<file path="src/rtl/barrett_pkg.sv">
// Shared constants and helpers for the pipelined Barrett reducer.
// Widths derive from the modulus; MU is always computed, never passed in.
package barrett_pkg;

  localparam int Q_DEF = 743;
  localparam int TAG_W_DEF = 4;

  typedef enum logic {
    MODE_RAW = 1'b0,
    MODE_MUL = 1'b1
  } mode_e;

  function automatic longint unsigned barrett_mu(
    input int unsigned q,
    input int unsigned k
  );
    return (64'd1 << (2 * k)) / 64'(q);
  endfunction

  function automatic int res_w(input int k);
    return k + 2;
  endfunction

  function automatic int xw_w(input int k);
    return 2 * k;
  endfunction

  function automatic longint unsigned q_mult(
    input int unsigned q,
    input int unsigned j
  );
    return 64'(q) * 64'(j);
  endfunction

endpackage

</file>
<file path="src/rtl/barrett_final_correct.sv">
// Final Barrett correction: maps r in [0, 4Q) to r mod Q.
// Three parallel compares pick the subtraction count.
module barrett_final_correct
  import barrett_pkg::*;
#(
  parameter int Q = Q_DEF,
  parameter int K = $clog2(Q)
) (
  input  logic [K+1:0] r,
  output logic [K-1:0] res
);

  localparam int R_W = res_w(K);
  localparam logic [R_W-1:0] Q1 = R_W'(q_mult(Q, 1));
  localparam logic [R_W-1:0] Q2 = R_W'(q_mult(Q, 2));
  localparam logic [R_W-1:0] Q3 = R_W'(q_mult(Q, 3));

  logic ge1;
  logic ge2;
  logic ge3;
  logic [R_W-1:0] d;

  assign ge1 = (r >= Q1);
  assign ge2 = (r >= Q2);
  assign ge3 = (r >= Q3);

  // Thermometer compares turned one-hot.
  always_comb begin
    d = r;
    unique case (1'b1)
      ge3:          d = r - Q3;
      (ge2 & !ge3): d = r - Q2;
      (ge1 & !ge2): d = r - Q1;
      (!ge1):       d = r;
    endcase
  end

  assign res = d[K-1:0];

endmodule

</file>
<file path="src/rtl/barrett_modmul_pipe.sv">
// Four-stage Barrett reducer / modular multiplier, valid/ready,
// single global stall enable driven by the output handshake.
module barrett_modmul_pipe
  import barrett_pkg::*;
#(
  parameter int Q = Q_DEF,
  parameter int K = $clog2(Q),
  parameter int X_W = xw_w(K),
  parameter int TAG_W = TAG_W_DEF
) (
  input  logic             clk,
  input  logic             rst,
  input  logic             in_valid,
  output logic             in_ready,
  input  logic             in_mode,
  input  logic [X_W-1:0]   in_x,
  input  logic [K-1:0]     in_a,
  input  logic [K-1:0]     in_b,
  input  logic [TAG_W-1:0] in_tag,
  output logic             out_valid,
  input  logic             out_ready,
  output logic [K-1:0]     out_r,
  output logic [TAG_W-1:0] out_tag,
  output logic             busy
);

  localparam int MU_W = K + 1;
  localparam int QH_W = X_W - K + MU_W;
  localparam int T_W = QH_W - K;
  localparam int TQ_W = T_W + K;
  localparam int R_W = res_w(K);
  localparam logic [MU_W-1:0] MU = MU_W'(barrett_mu(Q, K));

  logic             en;
  logic             v1, v2, v3, v4;
  logic [X_W-1:0]   s1_x;
  logic [R_W-1:0]   s2_xl;
  logic [T_W-1:0]   s2_t;
  logic [R_W-1:0]   s3_r;
  logic [K-1:0]     s4_r;
  logic [TAG_W-1:0] tg1, tg2, tg3, tg4;

  logic [2*K-1:0]   ab;
  logic [X_W-1:0]   x_in;
  logic [QH_W-1:0]  qh;
  logic [T_W-1:0]   t_next;
  logic [TQ_W-1:0]  tq;
  logic [R_W-1:0]   r_next;
  logic [K-1:0]     corr;

  assign en = !v4 | out_ready;
  assign in_ready = en;
  assign out_valid = v4;
  assign out_r = s4_r;
  assign out_tag = tg4;
  assign busy = v1 | v2 | v3 | v4;

  assign ab = (2*K)'(in_a) * (2*K)'(in_b);
  assign x_in = (mode_e'(in_mode) == MODE_MUL) ? X_W'(ab) : in_x;

  assign qh = QH_W'(s1_x[X_W-1:K]) * QH_W'(MU);
  assign t_next = T_W'(qh >> K);

  // Only the low K+2 bits matter: the true remainder is below 4Q.
  assign tq = TQ_W'(s2_t) * TQ_W'(Q);
  assign r_next = s2_xl - R_W'(tq);

  barrett_final_correct #(
    .Q(Q),
    .K(K)
  ) u_corr (
    .r  (s3_r),
    .res(corr)
  );

  always_ff @(posedge clk) begin
    if (rst) begin
      v1    <= 1'b0;
      v2    <= 1'b0;
      v3    <= 1'b0;
      v4    <= 1'b0;
      s1_x  <= '0;
      s2_xl <= '0;
      s2_t  <= '0;
      s3_r  <= '0;
      s4_r  <= '0;
      tg1   <= '0;
      tg2   <= '0;
      tg3   <= '0;
      tg4   <= '0;
    end else if (en) begin
      v1    <= in_valid;
      v2    <= v1;
      v3    <= v2;
      v4    <= v3;
      s1_x  <= x_in;
      s2_xl <= s1_x[R_W-1:0];
      s2_t  <= t_next;
      s3_r  <= r_next;
      s4_r  <= corr;
      tg1   <= in_tag;
      tg2   <= tg1;
      tg3   <= tg2;
      tg4   <= tg3;
    end
  end

endmodule
</file>
<file path="config.mk">
export PLATFORM = sky130hd
export DESIGN_NAME = barrett_modmul_pipe
export DESIGN_NICKNAME = d
export VERILOG_FILES = /design/src/rtl/barrett_pkg.sv /design/src/rtl/barrett_final_correct.sv /design/src/rtl/barrett_modmul_pipe.sv
export SDC_FILE = /design/constraint.sdc
export NUM_CORES = 1
export LEC_CHECK = 0
export BUFFER_PORTS_ARGS = -buffer_cell sky130_fd_sc_hd__buf_4
export CELL_PAD_IN_SITES_DETAIL_PLACEMENT = 2
export CELL_PAD_IN_SITES_GLOBAL_PLACEMENT = 2
export CORE_MARGIN = 1.5
export CORE_UTILIZATION = 35
export CTS_BUF_LIST = sky130_fd_sc_hd__clkbuf_16
export DETAILED_ROUTE_END_ITERATION = 16
export GPL_TIMING_DRIVEN = 0
export PLACE_DENSITY = 0.81
export REMOVE_ABC_BUFFERS = 1
export SYNTH_ARGS = -nofsm -noshare
export SYNTH_HDL_FRONTEND = slang
export SYNTH_SLANG_ARGS = --single-unit
</file>
<file path="constraint.sdc">
create_clock -name clk -period 4.4 [get_ports clk]
set_input_delay 0.22 -clock clk [delete_from_list [all_inputs] [get_ports clk]]
set_output_delay 0.22 -clock clk [all_outputs]
set_load 0.005 [all_outputs]
</file>
Word-level counts from Yosys, hierarchy flattened --
Cells that the tools add are included.
Word-level totals: bits of input ports 49, register bits 85, output and inout port bits 17
Cells by class: $lt $le $gt $ge 3, reductions and logical operators 4, $add $sub $neg 4, muxes and demuxes 2, bitwise logic cells 6, multiply operators 3
Operators with widths (count):
- $pmux W10 S4 | 1
- $mul A10 B11 Y21 const B | 1
- $mul A10 B10 Y20 | 1
- $mux W20 | 1
- $ge A12 B10 Y1 const B | 1
- $ge A12 B11 Y1 const B | 1
- $ge A12 B12 Y1 const B | 1
- $mul A11 B10 Y12 const B | 1
- $sub A12 B12 Y12 | 1
- $sub A10 B10 Y10 const B | 1
- $sub A10 B8 Y10 const B | 1
- $sub A10 B9 Y10 const B | 1
- $logic_not A1 Y1 | 4
- $or A1 B1 Y1 | 4
- $and A1 B1 Y1 | 2

Depth between registers and ports, before layout --
Gate-level depths: netlist (run 1).
word-level depth 4, gate-level depth with buffers 21, mapped depth without buffers 20

Cells and area by module --
A second synthesis (run 1) with hierarchy kept.
Second synthesis, totals: cell total of the unflattened synthesis 1200, area, all modules 10485.1 um^2
Modules (own cells, without submodules):
- barrett_modmul_pipe | times used 1, area each 9761.9 um^2, cells each 1108, seq. area each 1701.6 um^2
- barrett_final_correct | times used 1, area each 723.2 um^2, cells each 92, seq. area each 0.0 um^2

Worst setup path before layout (run 1) --
No wires, ideal clock.
kind input to register, start input in_b[3], end register s1_x[11], stages on the path 21, required time 4.314 ns, path slack -0.452 ns, setup time 0.086 ns, path buffers 1, data arrival time 4.767 ns, path through clkbuf_1 > nand2_1 > fa_1 > inv_1 > fa_1 > inv_1 > fa_1 > inv_1 > fa_1 > inv_1 > fa_1 > inv_1 > ha_1 > nor4_1 > o21ai_0 > a31oi_1 > inv_1 > a21oi_1 > xnor2_1 > mux2i_1 > a211oi_1
Between the ends: cells in the longest elaborated chain, start to end 2
Ends and longest elaborated chain:
- start, declared | RTL line barrett_modmul_pipe.sv:18 | input logic [K-1:0] in_b,
- $mul A10 B10 Y20 | RTL line barrett_modmul_pipe.sv:58 | assign ab = (2*K)'(in_a) * (2*K)'(in_b);
- $mux W20 | RTL line barrett_modmul_pipe.sv:59 | assign x_in = (mode_e'(in_mode) == MODE_MUL) ? X_W'(ab) : in_x;
- end signal, assigned | RTL line barrett_modmul_pipe.sv:96 | s1_x <= x_in;
- end, declared | RTL line barrett_modmul_pipe.sv:36 | logic [X_W-1:0] s1_x;
Every way passes these cells. A chain may end at the register's enable or synchronous reset.

Final worst setup path (run 1) --
start input in_a[3], end register s1_x[17]
Between the ends: cells in the longest elaborated chain, start to end 2
Ends and longest elaborated chain:
- start, declared | RTL line barrett_modmul_pipe.sv:17 | input logic [K-1:0] in_a,
- $mul A10 B10 Y20 | RTL line barrett_modmul_pipe.sv:58
- $mux W20 | RTL line barrett_modmul_pipe.sv:59
Every way passes these cells.

==> flow_metrics.env, run 1 <==
export IMPL_syn2layout_area_growth_pct=20.60
export IMPL_drv_slew=0
export IMPL_synth_seq_cells=85
export IMPL_initial_core_util_pct=35.83
export IMPL_start_kind="primary input"
export IMPL_r2r_start="s1_x[14]"
export IMPL_whs_endpoint="tg1[0]"
export IMPL_gp_congestion=0.8377
export IMPL_cp_max_fo=8
export IMPL_setup_ws_ns=-0.2909
export IMPL_chipHeight_um=174.9
export IMPL_cp_end_kind="register"
export IMPL_synth_edf_count=0
export IMPL_grt_start_max_net_pins=80
export IMPL_wl_per_cell_um=24.67
export IMPL_synth_main_ff_cell="dfxtp_1"
export IMPL_root_buffer="clkbuf_16"
export IMPL_die_w_um=174.9
export IMPL_ios=66
export IMPL_cts_reportedPaths_clkPinSlew_ns=0.08
export IMPL_ys_warnings_count=0
export IMPL_synth_avg_cell_area_um2=8.652
export IMPL_holdWs_ns=0.1010
export IMPL_synth_compound_area_share_pct=12.91
export IMPL_ctsHtreeMaxLevel=3
export IMPL_slowest_stage="fa_1"
export IMPL_ys_seq_area_share_pct=16.46
export IMPL_ant_nets=0
export IMPL_grt_pass1_vias=10510
export IMPL_synth_simple_area_share_pct=15.24
export IMPL_cp_required_ns=4.65
export IMPL_antennaDiodeCount=0
export IMPL_cts_sinks=85
export IMPL_worstHoldPathCells=3
export IMPL_vias_per_cell=5.495
export IMPL_drv_cap=0
export IMPL_core_region_area_mm2=0.02886
export IMPL_drive_above_1_share_pct=19.37
export IMPL_max_freq_ghz=0.2132
export IMPL_cpPeakStageDelay_ns=0.56
export IMPL_cts_max_path_buffers=2
export IMPL_clk_latency_ns=0.38
export IMPL_final_util_pct=43.21
export IMPL_finalCritPeriodShare_pct=106.6
export IMPL_synthArstFlopShare_pct=0
export IMPL_path_class="in2reg"
export IMPL_design_area_mm2=0.01247
export IMPL_firstDrtPassIters=4
export IMPL_wl_um=40550
export IMPL_grt_usage_pct=24.46
export IMPL_worstRegToRegCells=15
export IMPL_ys_types=62
export IMPL_status="complete, but fails checks"
export IMPL_drc=0
export IMPL_final_nets=1580
export IMPL_worstPathCellList="buf_12 -> and2_4 -> fa_2 -> fa_1 -> inv_2 -> fa_1 -> inv_2 -> fa_1 -> inv_2 -> fa_1 -> inv_2 -> ha_4 -> buf_6 -> nor4_4 -> o21ai_2 -> buf_4 -> buf_6 -> nand3_4 -> a31oi_4 -> xnor2_1 -> nor2_1 -> a21oi_1 -> a21oi_1"
export IMPL_setup_tns_ns=-1.897
export IMPL_grt_ovfl_total=0
export IMPL_floorplan_die_area_mm2=0.03058
export IMPL_fin_skew_ns=0.01349
export IMPL_hold_violations=0
export IMPL_dp_hpwl_um=25040
export IMPL_numCtsBuffers=9
export IMPL_finalCriticalPeriod_ns=4.691
export IMPL_rsz0062_at_grt="true"
export IMPL_synthMuxAreaShare_pct=1.259
export IMPL_dpl_cell_area_mm2=0.01114
export IMPL_violations="negative setup slack"
export IMPL_core_rowCount=62
export IMPL_syn_inst=1195
export IMPL_synth_xor_area_share_pct=4.151
export IMPL_reg2reg_to="s2_t[9]"
export IMPL_antenna_found_initial=0
export IMPL_drtIter0Drc=332
export IMPL_min_from="in_tag[0]"
export IMPL_arrival_ns=4.94
export IMPL_cts_tree="done"
export IMPL_synthAdderAreaFrac_pct=41.24
export IMPL_hold_class="in2reg"
export IMPL_fill_cells=3157
export IMPL_r2r_slack_ns=-0.09
export IMPL_synth_area_mm2=0.01034
export IMPL_finalSetupViolations=16
export IMPL_numPortBuffers=65
export IMPL_max_slew_margin_rel_pct=32.74
export IMPL_grt_pass1_wl_um=58160
export IMPL_worst_slew_pin_slew_ns=1.007
export IMPL_synth_top_family_by_area="adder cells"
export IMPL_vias=9033
cell families (layout without fill, tap and decap cells):
group                    after synthesis  count (layout)
AND/OR/NAND/NOR                      333             333
flip-flops                            85              85
adder cells (fa/ha/maj)              276             276
buffers and inverters                232             297
AO/OA/AOI/OAI                        207             207
XOR/XNOR                              49              49
multiplexers                          13              13
per-stage QoR:
stage	setup WS, ns	std cells
floorplan	-0.5109	1146
global placement	-3.741	1595
detailed placement	-1.017	1597
CTS	-0.07690	1624
global route	-0.4116	1644
finish	-0.2909	1644
worst max path at each step:
stage	startpoint	endpoint	depth (start not counted)
floorplan	out_valid	s3_r[9]	4
global placement	out_valid	s3_r[7]	4
detailed placement	in_a[1]	s1_x[11]	20
CTS	in_a[3]	s1_x[12]	19
global route	in_a[5]	s1_x[17]	24
finish	in_a[3]	s1_x[17]	23
final cells by class:
| cell class | count | area [um2] | share of cell area, % |
|---|---|---|---|
| clock inverter | 7 | 92.59 | 0.7426 |
| clock buffer | 9 | 225.2 | 1.806 |
| timing repair buffer | 98 | 923.4 | 7.406 |
| multi-input combinational | 878 | 8334 | 66.84 |
| inverter | 183 | 689.4 | 5.529 |
| tap | 384 | 480.5 | 3.853 |
| sequential | 85 | 1723 | 13.82 |
synth_stat cells, types with 3 or more instances:
master | number | area, um2
inv_1 | 182 | 683.2
ha_1 | 168 | 2102
nand2_1 | 149 | 559.3
fa_1 | 108 | 2162
dfxtp_1 | 85 | 1702
a21oi_1 | 82 | 410.4
and2_1 | 67 | 419.2
nor2_1 | 50 | 187.7
clkbuf_1 | 38 | 142.6
xnor2_1 | 34 | 297.8
o21ai_0 | 33 | 165.2
a211oi_1 | 24 | 180.2
xor2_1 | 15 | 131.4
mux2i_1 | 13 | 130.1
nand3_1 | 12 | 60.06
nor3_1 | 11 | 55.05
a21o_1 | 8 | 60.06
and3_1 | 7 | 43.79
nor2b_1 | 6 | 37.54
o21a_1 | 6 | 45.04
or3_1 | 6 | 37.54
a31oi_1 | 5 | 31.28
buf_2 | 5 | 25.02
a311oi_1 | 4 | 35.03
nand2b_1 | 4 | 25.02
nor4_1 | 4 | 25.02
o21bai_1 | 4 | 30.03
o31ai_1 | 4 | 30.03
or2_2 | 4 | 25.02
a311o_1 | 3 | 30.03
and4_1 | 3 | 26.28
buf_6 | 3 | 33.78
nand4_1 | 3 | 18.77
nor4b_1 | 3 | 26.28
o211ai_1 | 3 | 22.52
o21ai_1 | 3 | 15.01
routing by layer:
layer	GRT usage (%)	vias up	share of wire (%)	routed length, um
met4	10.90	0	4.4	1801
met3	3.525	105	2.4	988
met2	46.79	212	55	22410
li1	-	4049	-	-
met5	0	-	0	0
met1	26.44	4667	38	15350
placed cells by master, fill, tap and decap left out, types with 6 or more instances in the layout:
master,netlist,layout
nor2_1,50,48
xnor2_1,34,30
mux2i_1,13,12
inv_1,182,172
xor2_1,15,12
and2_1,67,64
o21ai_0,33,22
a21oi_1,82,68
ha_1,168,153
a21oi_2,0,11
buf_12,0,9
clkbuf_16,0,9
nor3_1,11,10
o21a_1,6,6
inv_2,1,10
ha_4,0,11
nand2_1,149,138
nand3_1,12,10
buf_4,1,72
a211oi_1,24,20
fa_1,108,103
o21ai_2,0,9
dfxtp_2,0,8
buf_6,3,14
and3_1,7,6
a21o_1,8,8
dfxtp_1,85,74
nand2_2,1,10
worst max-delay path, delay by kind of cell:
kind / cells / cell delay [ns]
xor gates and xnor gates: 1 / 0.22
buffers and inverters: 8 / 0.73
and+or+nand+nor: 4 / 0.49
adders and majority gates: 6 / 2.70
AOI/OAI and AO/OA: 4 / 0.56
sequential cells by signal, summed over array words and instances (netlist names), 4 cells and up:
register / count
s3_r: 12
s1_x: 20
tg1: 4
out_r: 10
out_tag: 4
tg3: 4
tg2: 4
s2_t: 11
s2_xl: 12
what timing repair did:
action                                  CTS  global route
resized for setup                       113            71
pin swaps                                48            48
hold buffers                              0             0
endpoints found under the setup margin   19            22
buffers inserted                         11            20
cloned                                    0             0
Power of run 1 is not shown: default switching activity piles up to over one toggle a cycle in this logic, so the estimate is an artifact.
==> run 2: changes to the inputs <==
Settings changed: SKIP_CTS_REPAIR_TIMING set to 1.
==> run 2 against run 1 <==
  * The run still ends with negative setup slack left
  * Clock skew decreased by 0.0038 ns
  * Die area is the same
  * Core utilization decreased by 1.3 points
  * Non-clock buffer count shrank 17
  * Cell count shrank 1.0%
  * Wire length fell by 11%
  * Clock-buffer cell count is the same
  * Critical path depth down 3
  * Critical path type unchanged
  * Critical endpoint is now s1_x[12]
==> flow_metrics.env, run 2 (synthesis results as in run 1) <==
export IMPL_reg_top3="s1_x: 20 flops, s2_xl: 12 flops, s3_r: 12 flops"
export IMPL_ios=66
export IMPL_antennaDiodeCount=0
export IMPL_ctsHtreeMaxLevel=3
export IMPL_hold_class="in2reg"
export IMPL_finalCriticalPeriod_ns=4.687
export IMPL_antenna_found_initial=0
export IMPL_worstRegToRegCells=15
export IMPL_worstHoldPathCells=3
export IMPL_dpl_cell_area_mm2=0.01114
export IMPL_drv_cap=0
export IMPL_wl_per_cell_um=22.29
export IMPL_wl_um=36270
export IMPL_firstDrtPassIters=4
export IMPL_fin_skew_ns=0.009713
export IMPL_core_region_area_mm2=0.02886
export IMPL_finalCritPeriodShare_pct=106.5
export IMPL_grt_usage_pct=21.80
export IMPL_violations="negative setup slack"
export IMPL_fill_cells=3193
export IMPL_grt_start_max_net_pins=80
export IMPL_path_class="in2reg"
export IMPL_cp_required_ns=4.66
export IMPL_die_w_um=174.9
export IMPL_drtIter0Drc=279
export IMPL_grt_pass1_wl_um=52650
export IMPL_dp_hpwl_um=25040
export IMPL_core_rowCount=62
export IMPL_ant_nets=0
export IMPL_setup_ws_ns=-0.2875
export IMPL_finalSetupViolations=16
export IMPL_arrival_ns=4.95
export IMPL_r2r_start="s1_x[14]"
export IMPL_layout_common_cells="inv_1, ha_1, nand2_1"
export IMPL_grt_pass1_vias=10010
export IMPL_grt_ovfl_total=0
export IMPL_drc=0
export IMPL_final_common_cell="inv_1"
export IMPL_wl_met3_um=723
export IMPL_chipHeight_um=174.9
export IMPL_cp_max_fo=5
export IMPL_gp_congestion=0.8377
export IMPL_status="complete, but fails checks"
export IMPL_drive_above_1_share_pct=14.96
export IMPL_hold_violations=0
export IMPL_cts_max_path_buffers=2
export IMPL_r2r_slack_ns=-0.13
export IMPL_cts_sinks=85
export IMPL_clk_latency_ns=0.37
export IMPL_start_kind="primary input"
export IMPL_max_freq_ghz=0.2133
export IMPL_syn2layout_area_growth_pct=16.87
export IMPL_cp_end_kind="register"
export IMPL_seq_area_mm2=0.001719
export IMPL_wl_met1_um=14110
export IMPL_floorplan_die_area_mm2=0.03058
export IMPL_cp_startpoint="in_a[7]"
export IMPL_numCtsBuffers=9
export IMPL_root_buffer="clkbuf_16"
export IMPL_max_slew_margin_rel_pct=32.82
export IMPL_vias=8720
export IMPL_numPortBuffers=65
export IMPL_regMostFlops="s1_x"
export IMPL_vias_per_cell=5.360
export IMPL_multi_input_area_mm2=0.008118
export IMPL_initial_core_util_pct=35.83
export IMPL_rsz0062_at_grt="true"
export IMPL_dp_cells=1597
export IMPL_worst_slew_pin_slew_ns=1.006
export IMPL_drv_slew=0
export IMPL_endpoint="s1_x[12]"
export IMPL_cts_reportedPaths_clkPinSlew_ns=0.07
export IMPL_cts_tree="done"
export IMPL_dr_wl_met2_um=20220
export IMPL_final_nets=1563
export IMPL_reg2reg_to="s2_t[9]"
export IMPL_largest_reg_flops=20
export IMPL_design_area_mm2=0.01208
export IMPL_fin_cells=1627
export IMPL_top_layer_used="met4"
==> run 2: cell types whose count changed in the layout (fill, tap and decap cells not counted), moves of 5 or more <==
cell	change
a21oi_2	-5
nand2_2	-5
buf_4	-9
nand2_1	+6
a21oi_1	+5
buf_6	-6
==> run 2: worst min-delay path by stage <==
stage / end / start / slack (ns)
2_1_floorplan: out_r[9] / rst / 0.28
3_3_place_gp: tg2[1] / tg2[1] / 0.44
3_5_place_dp: tg3[1] / tg3[1] / 0.45
4_1_cts: tg1[0] / in_tag[0] / 0.10
5_1_grt: tg1[0] / in_tag[0] / 0.11
6_report: tg1[0] / in_tag[0] / 0.10
==> run 2: layer usage <==
| metal | up-vias | track usage, % |
|---|---|---|
| met5 | - | 0 |
| met4 | 0 | 6.481 |
| met3 | 80 | 2.524 |
| met2 | 134 | 42.23 |
| li1 | 4009 | - |
| met1 | 4497 | 24.74 |
==> run 2: per-stage QoR <==
| step | util, % | setup slack (ns) | hold WS (ns) | setup TNS (ns) |
|---|---|---|---|---|
| floorplan | - | -0.5109 | 0.2846 | -9.330 |
| global placement | 38.43 | -3.741 | 0.4393 | -254.68 |
| detailed placement | 38.61 | -1.017 | 0.4486 | -9.540 |
| CTS | 39.71 | -0.8398 | 0.1011 | -7.632 |
| global route | 41.87 | -0.4273 | 0.1140 | -4.845 |
| finish | 41.87 | -0.2875 | 0.1039 | -2.182 |
==> run 2: area by class of cell <==
cell class                      count  area share, %
Clock buffer                        9          1.864
Sequential cell                    85          14.23
Multi-Input combinational cell    878          67.18
Timing Repair Buffer               81          6.275
Tap cell                          384          3.976
Clock inverter                      7         0.7663
Inverter                          183          5.706
==> run 2: critical path, stage by stage <==
cell       delay, ns
buf_12          0.09
nand2_4         0.05
fa_1            0.55
inv_1           0.06
fa_1            0.51
inv_2           0.05
fa_1            0.52
inv_2           0.04
fa_1            0.52
inv_2           0.05
fa_1            0.54
inv_2           0.06
ha_4            0.18
or3_4           0.39
o2111ai_4       0.15
nor2b_4         0.23
o21ai_2         0.08
xor2_1          0.23
mux2i_1         0.17
a211oi_1        0.25
Power of run 2 is left out for the same reason.
